$ cat src/rtl/axis_block_sig_gen.sv
// Per-channel stall filter feeding the deadlock monitors: flags a channel once it has stalled
// STALL_THRESH consecutive cycles and latches the first blocked channel. Optional AXIS_BLOCK_STATS_EN adds block_event_cnt.
module axis_block_sig_gen #(
  parameter int                NUM_CH       = 12,
  parameter int                CNT_W        = 16,
  parameter int                STALL_THRESH = 1024,
  parameter logic [NUM_CH-1:0] DIR_MASK     = {NUM_CH{1'b0}},
  localparam int               IDX_W        = (NUM_CH > 1) ? $clog2(NUM_CH) : 1
) (
  input  logic              clock,
  input  logic              reset,
  input  logic [NUM_CH-1:0] ch_valid,
  input  logic [NUM_CH-1:0] ch_ready,
  input  logic [NUM_CH-1:0] ch_active,
  input  logic              clear,
  output logic [NUM_CH-1:0] axis_block_sigs,
  output logic              first_block_vld,
`ifdef AXIS_BLOCK_STATS_EN
  output logic [31:0]       block_event_cnt,
`endif
  output logic [IDX_W-1:0]  first_block_idx
);

  typedef enum logic [1:0] {ST_IDLE, ST_COUNT, ST_BLOCKED} ch_state_e;

  localparam logic [CNT_W-1:0] THRESH_C = CNT_W'(STALL_THRESH);
  localparam logic [CNT_W-1:0] ONE_C    = CNT_W'(1);

  if (STALL_THRESH < 1) begin : g_bad_thresh
    $error("axis_block_sig_gen: STALL_THRESH must be >= 1");
  end

  ch_state_e         state_q [NUM_CH];
  ch_state_e         state_d [NUM_CH];
  logic [CNT_W-1:0]  cnt_q   [NUM_CH];
  logic [CNT_W-1:0]  cnt_d   [NUM_CH];
  logic [NUM_CH-1:0] stall;
  logic [NUM_CH-1:0] entering;
  logic [NUM_CH-1:0] block_sigs_q, block_sigs_d;
  logic              first_vld_q, first_vld_d;
  logic [IDX_W-1:0]  first_idx_q, first_idx_d;
  logic [IDX_W-1:0]  lowest_idx;

  // Direction selects which half of a missing handshake counts as a stall.
  always_comb begin
    for (int i = 0; i < NUM_CH; i++) begin
      stall[i] = ch_active[i] & (DIR_MASK[i] ? (ch_ready[i] & ~ch_valid[i])
                                             : (ch_valid[i] & ~ch_ready[i]));
    end
  end

  always_ff @(posedge clock) begin
    if (reset) begin
      for (int i = 0; i < NUM_CH; i++) begin
        state_q[i] <= ST_IDLE;
        cnt_q[i]   <= '0;
      end
    end else begin
      for (int i = 0; i < NUM_CH; i++) begin
        state_q[i] <= state_d[i];
        cnt_q[i]   <= cnt_d[i];
      end
    end
  end

  always_comb begin
    for (int i = 0; i < NUM_CH; i++) begin
      state_d[i] = state_q[i];
      cnt_d[i]   = cnt_q[i];
      case (state_q[i])
        ST_IDLE: begin
          if (stall[i]) begin
            cnt_d[i]   = ONE_C;
            state_d[i] = (THRESH_C == ONE_C) ? ST_BLOCKED : ST_COUNT;
          end else begin
            cnt_d[i] = '0;
          end
        end
        ST_COUNT: begin
          if (!stall[i]) begin
            state_d[i] = ST_IDLE;
            cnt_d[i]   = '0;
          end else begin
            cnt_d[i] = cnt_q[i] + ONE_C;
            if (cnt_q[i] + ONE_C == THRESH_C) state_d[i] = ST_BLOCKED;
          end
        end
        ST_BLOCKED: begin
          if (!stall[i]) begin
            state_d[i] = ST_IDLE;
            cnt_d[i]   = '0;
          end else begin
            cnt_d[i] = THRESH_C;
          end
        end
        default: begin
          state_d[i] = ST_IDLE;
          cnt_d[i]   = '0;
        end
      endcase
    end
  end

  // Flags are precomputed from the next state so the outputs come straight from flops.
  always_comb begin
    for (int i = 0; i < NUM_CH; i++) begin
      block_sigs_d[i] = (state_d[i] == ST_BLOCKED);
      entering[i]     = (state_d[i] == ST_BLOCKED) && (state_q[i] != ST_BLOCKED);
    end
  end

  always_comb begin
    lowest_idx = '0;
    for (int i = NUM_CH - 1; i >= 0; i--) begin
      if (block_sigs_q[i]) lowest_idx = IDX_W'(i);
    end
  end

  always_comb begin
    first_vld_d = first_vld_q;
    first_idx_d = first_idx_q;
    if (clear) begin
      first_vld_d = 1'b0;
      first_idx_d = '0;
    end else if (!first_vld_q && (|block_sigs_q)) begin
      first_vld_d = 1'b1;
      first_idx_d = lowest_idx;
    end
  end

  always_ff @(posedge clock) begin
    if (reset) begin
      block_sigs_q <= '0;
      first_vld_q  <= 1'b0;
      first_idx_q  <= '0;
    end else begin
      block_sigs_q <= block_sigs_d;
      first_vld_q  <= first_vld_d;
      first_idx_q  <= first_idx_d;
    end
  end

  assign axis_block_sigs = block_sigs_q;
  assign first_block_vld = first_vld_q;
  assign first_block_idx = first_idx_q;

`ifdef AXIS_BLOCK_STATS_EN
  localparam int NE_W = $clog2(NUM_CH + 1);

  logic [31:0]     evt_cnt_q, evt_cnt_d;
  logic [NE_W-1:0] n_enter;
  logic [32:0]     evt_sum;

  // Saturating count of entries into BLOCKED across all channels.
  always_comb begin
    n_enter = '0;
    for (int i = 0; i < NUM_CH; i++) begin
      n_enter = n_enter + NE_W'(entering[i]);
    end
    evt_sum = {1'b0, evt_cnt_q} + 33'(n_enter);
    if (clear)           evt_cnt_d = '0;
    else if (evt_sum[32]) evt_cnt_d = 32'hFFFF_FFFF;
    else                 evt_cnt_d = evt_sum[31:0];
  end

  always_ff @(posedge clock) begin
    if (reset) evt_cnt_q <= '0;
    else       evt_cnt_q <= evt_cnt_d;
  end

  assign block_event_cnt = evt_cnt_q;
`else
  logic unused_entering;
  assign unused_entering = ^entering;
`endif

endmodule
$ cat config.mk
export PLATFORM = sky130hd
export DESIGN_NAME = axis_block_sig_gen
export DESIGN_NICKNAME = d
export VERILOG_FILES = /design/src/rtl/axis_block_sig_gen.sv
export SDC_FILE = /design/constraint.sdc
export NUM_CORES = 1
export LEC_CHECK = 0
export BUFFER_PORTS_ARGS = -buffer_cell sky130_fd_sc_hd__buf_2
export CORE_MARGIN = 3
export CORE_UTILIZATION = 53
export CTS_BUF_LIST = sky130_fd_sc_hd__clkbuf_16
export DETAILED_ROUTE_END_ITERATION = 7
export GPL_TIMING_DRIVEN = 0
export PLACE_DENSITY_LB_ADDON = 0.12
export SETUP_SLACK_MARGIN = 0.2
export SYNTH_ARGS = -nofsm -noshare
export SYNTH_HDL_FRONTEND = slang
export SYNTH_SLANG_ARGS = --single-unit
$ cat constraint.sdc
create_clock -name clock -period 2.35 [get_ports clock]
set_clock_uncertainty 0.15 [all_clocks]
set_input_delay 0.1175 -clock clock [delete_from_list [all_inputs] [get_ports clock]]
set_output_delay 0.1175 -clock clock [all_outputs]
set_load 0.05 [all_outputs]
==> flow_summary_export.csv <==
group,metric,value,unit
die,initial_core_util,54.9,%
power_and_ir_drop,switching_power,1620,µW
detailed_routing,ant_nets,0,
detailed_routing,drc,0,
power_and_ir_drop,clockPowerShare,47.6,%
final_layout,fill_cells,1613,
sta,max-slew-margin-rel,54.2,%
global_routing,grt_max_degree,14,
sta,fin_crit,2.21,ns
die,dieHeight,152,µm
die,io_pins,56,
synth,synth_ff_type,"dfxtp_1",
clocking,clock_latency,0.51,ns
worst_setup_path,crit_path_end_kind,"flop",
clocking,clock-sinks,233,
power_and_ir_drop,p_int,6150,µW
worst_setup_path,startpoint_type,"flop",
placement,dp_slack,-0.310,ns
worst_setup_path,cp-startpoint,"cnt_q[0][18]",
power_and_ir_drop,leakage,0.00503,µW
power_and_ir_drop,pwr_density_cell,548,mW/mm²
power_and_ir_drop,p_total,7780,µW
sta,whs,0.0304,ns
worst_setup_path,worstReg2RegStart,"cnt_q[0][18]",
sta,period_share,94.1,%
clocking,numCtsBuffers,25,
worst_setup_path,path_cells,"buf_6 -> nand4_1 -> buf_4 -> nor3_4 -> mux2_4 -> a2111oi_4 -> nand4b_1 -> a21oi_2",
clocking,htreeDepth,1,
job,max_cap_viol_count,0,
final_layout,drive_above_1_share,20.6,%
worst_setup_path,path_class,"reg -> reg",
clocking,clockBufferDepth,3,
global_routing,grt_use_total,20.0,%
final_layout,regArea,0.00475,mm²
die,die_w,152,µm
synth,yosysWarnings,0,
sta,setup_ws,0.140,ns
sta,drv_slew,0,
power_and_ir_drop,power_frac_comb,1.5,%
worst_setup_path,cp_max_fo,4,
global_routing,grt_pass1_vias,9120,
die,rows,52,
detailed_routing,wl,24.7,mm
final_layout,final_common_cell,"nor2_1",
power_and_ir_drop,swShare,20.9,%
placement,place.gp.congestion,0.829,
sta,max_freq,452,MHz
sta,rsz0062_at_grt,"yes",
final_layout,diodes,0,
global_routing,grt_overflow,0,
detailed_routing,avgRoutedWirePerCell,13.9,µm
synth,syn_inst,1336,
final_layout,nNetsFinal,1550,
die,core_area,0.0206,mm²
die,dieArea,0.0231,mm²
detailed_routing,drt_iter0_drc,484,
clocking,cts.clk_slew.worst_paths,0.06,ns
placement,io_buffers,55,
min_path,hp-class,"in -> reg",
worst_setup_path,reg2reg_to,"axis_block_sigs[1]",
sta,fin_setup_tns,0,ns
synth,synth_top_area_share,41.3,%
worst_setup_path,crit_path_end,"axis_block_sigs[1]",
synth,ys_ff_latch,233,
detailed_routing,vias_per_cell,5.53,
clocking,cts_tree,"done",
clocking,root_buffer,"clkbuf_16",
global_routing,antenna_found_initial,1,
worst_setup_path,critPathMaxStageDelay,0.37,ns
synth,yosysSeqAreaShare,41.3,%
sta,finalSetupViolations,0,
power_and_ir_drop,seq_power_share,50.9,%
power_and_ir_drop,ir_drop,524,µV
synth,syn_avg_cell_area,8.45,µm²
sta,tightestPinTransition,0.678,ns
synth,synth_top_area_cell,"dfxtp_1",
detailed_routing,vias,9859,
synth,ys_types,66,
synth,synth_edf_count,0,
detailed_routing,dr.pass1.iters,5,
status,status,"finished clean",
worst_setup_path,reg2reg_setup_slack,0.14,ns
synth,synthesis.nets,1391,
synth,synth_area_leaders,"dfxtp_1, nor2_1, xnor2_1, xor2_1, nand3_1",
sta,hold_violations,0,
final_layout,synthToLayoutAreaGrowth,25.9,%
worst_setup_path,arrival,2.50,ns
worst_setup_path,crit_slowest_cell,"a2111oi_4",
synth,netlist_area,0.0113,mm²
final_layout,fin_util,69.1,%
final_layout,multi_input_area,0.00705,mm²
final_layout,most-common-layout-cells,"nor2_1, dfxtp_1, xnor2_1",
worst_setup_path,cp.required,2.64,ns
placement,hpwl,15.8,mm
global_routing,grt_pass1_wl,41.0,mm
synth,ys_async_sr_fraction,0,%
worst_setup_path,reg2reg_depth,8,
==> layout make-up <==
type	count	share of cell area, %
flip-flops and latches	233	33.5
well taps	270	2.38
inverters	26	0.687
plain buffers	44	1.79
clock buffers	25	4.40
clock inverters	20	0.978
multi-input cells	1033	49.6
repair buffers	132	6.67
==> stage by stage <==
step,area (µm²),std cells
2_1_floorplan,11300,1336
3_3_place_gp,11900,1661
3_5_place_dp,11900,1661
4_1_cts,13500,1753
5_1_grt,14200,1783
6_report,14200,1783
==> registers in the layout, indices dropped and copies added, names as in the netlist <==
register / flops
axis_block_sigs: 12
cnt_q: 192
first_block_idx: 4
first_block_vld: 1
state_q: 24
==> Yosys cell counts (7+ instances only) <==
| cell type | n |
|---|---|
| or3_1 | 20 |
| a31oi_1 | 11 |
| and4_1 | 8 |
| nand2_1 | 90 |
| nor2_1 | 222 |
| nor3_1 | 44 |
| nor4_1 | 33 |
| xor2_1 | 85 |
| and2_1 | 8 |
| o21a_1 | 10 |
| and3_1 | 36 |
| inv_1 | 26 |
| dfxtp_1 | 233 |
| nand3b_1 | 11 |
| a31o_2 | 8 |
| ha_1 | 16 |
| nor2b_1 | 12 |
| o21ai_0 | 32 |
| nand4bb_1 | 7 |
| nand3_1 | 76 |
| clkbuf_1 | 36 |
| o31ai_1 | 9 |
| nand2b_1 | 20 |
| o22ai_1 | 9 |
| xnor2_1 | 90 |
| nand4_1 | 44 |
| buf_2 | 7 |
| a21oi_1 | 42 |
==> power by group through the flow <==
stage                     registers [µW]  logic, µW  clock network [µW]
after global routing                3960        132                3950
after detailed placement            4060       79.8                   0
final                               3960        118                3700
after global placement              4060       77.5                   0
after floorplan                     4060       33.9                   0
after CTS                           3970        114                3810
==> what timing repair did <==
item | in CTS | in global routing
resized for setup | 96 | 141
hold buffers | 31 | 0
endpoints found under the setup margin | 32 | 102
pin swaps | 19 | 46
setup buffers | 16 | 30
hold endpoints to repair | 91 | 0
==> logic make-up (layout without fill, tap and decap cells) <==
logic type | count (synthesis) | count (layout) | synth area share, %
XOR/XNOR | 175 | 175 | 13.6
buffers and inverters | 70 | 247 | 2.42
adder cells (fa/ha/maj) | 16 | 16 | 1.77
multiplexers | 8 | 8 | 0.743
AND/OR/NAND/NOR | 662 | 662 | 29.7
AO/OA/AOI/OAI | 172 | 172 | 10.4
flip-flops | 233 | 233 | 41.3
==> layer usage <==
metal | GRT usage (%) | vias up | wire length [µm]
li1 | - | 5043 | -
met1 | 26.3 | 4638 | 11400
met2 | 34.6 | 145 | 12000
met3 | 3.24 | 33 | 855
met4 | 4.54 | 0 | 437
met5 | 0 | - | 0
==> critical path: cells and delay by family, from the launching register on <==
kind / cells / cell delay (ns)
compound gates: 2 / 0.54
buf+inv: 2 / 0.28
flops: 1 / 0.32
mux: 1 / 0.33
simple gates: 3 / 0.50
==> worst min path at each step <==
stage	startpoint	end	slack, ns	depth (start not counted)
6_report	ch_valid[4]	cnt_q[1][3]	0.03	4
5_1_grt	ch_valid[4]	cnt_q[1][3]	0.04	4
4_1_cts	ch_valid[4]	cnt_q[1][6]	0.01	4
3_5_place_dp	clear	first_block_idx[0]	0.23	2
3_3_place_gp	clear	first_block_vld	0.23	2
2_1_floorplan	clear	first_block_idx[0]	0.05	1
Power figures use the tool's default switching activity.
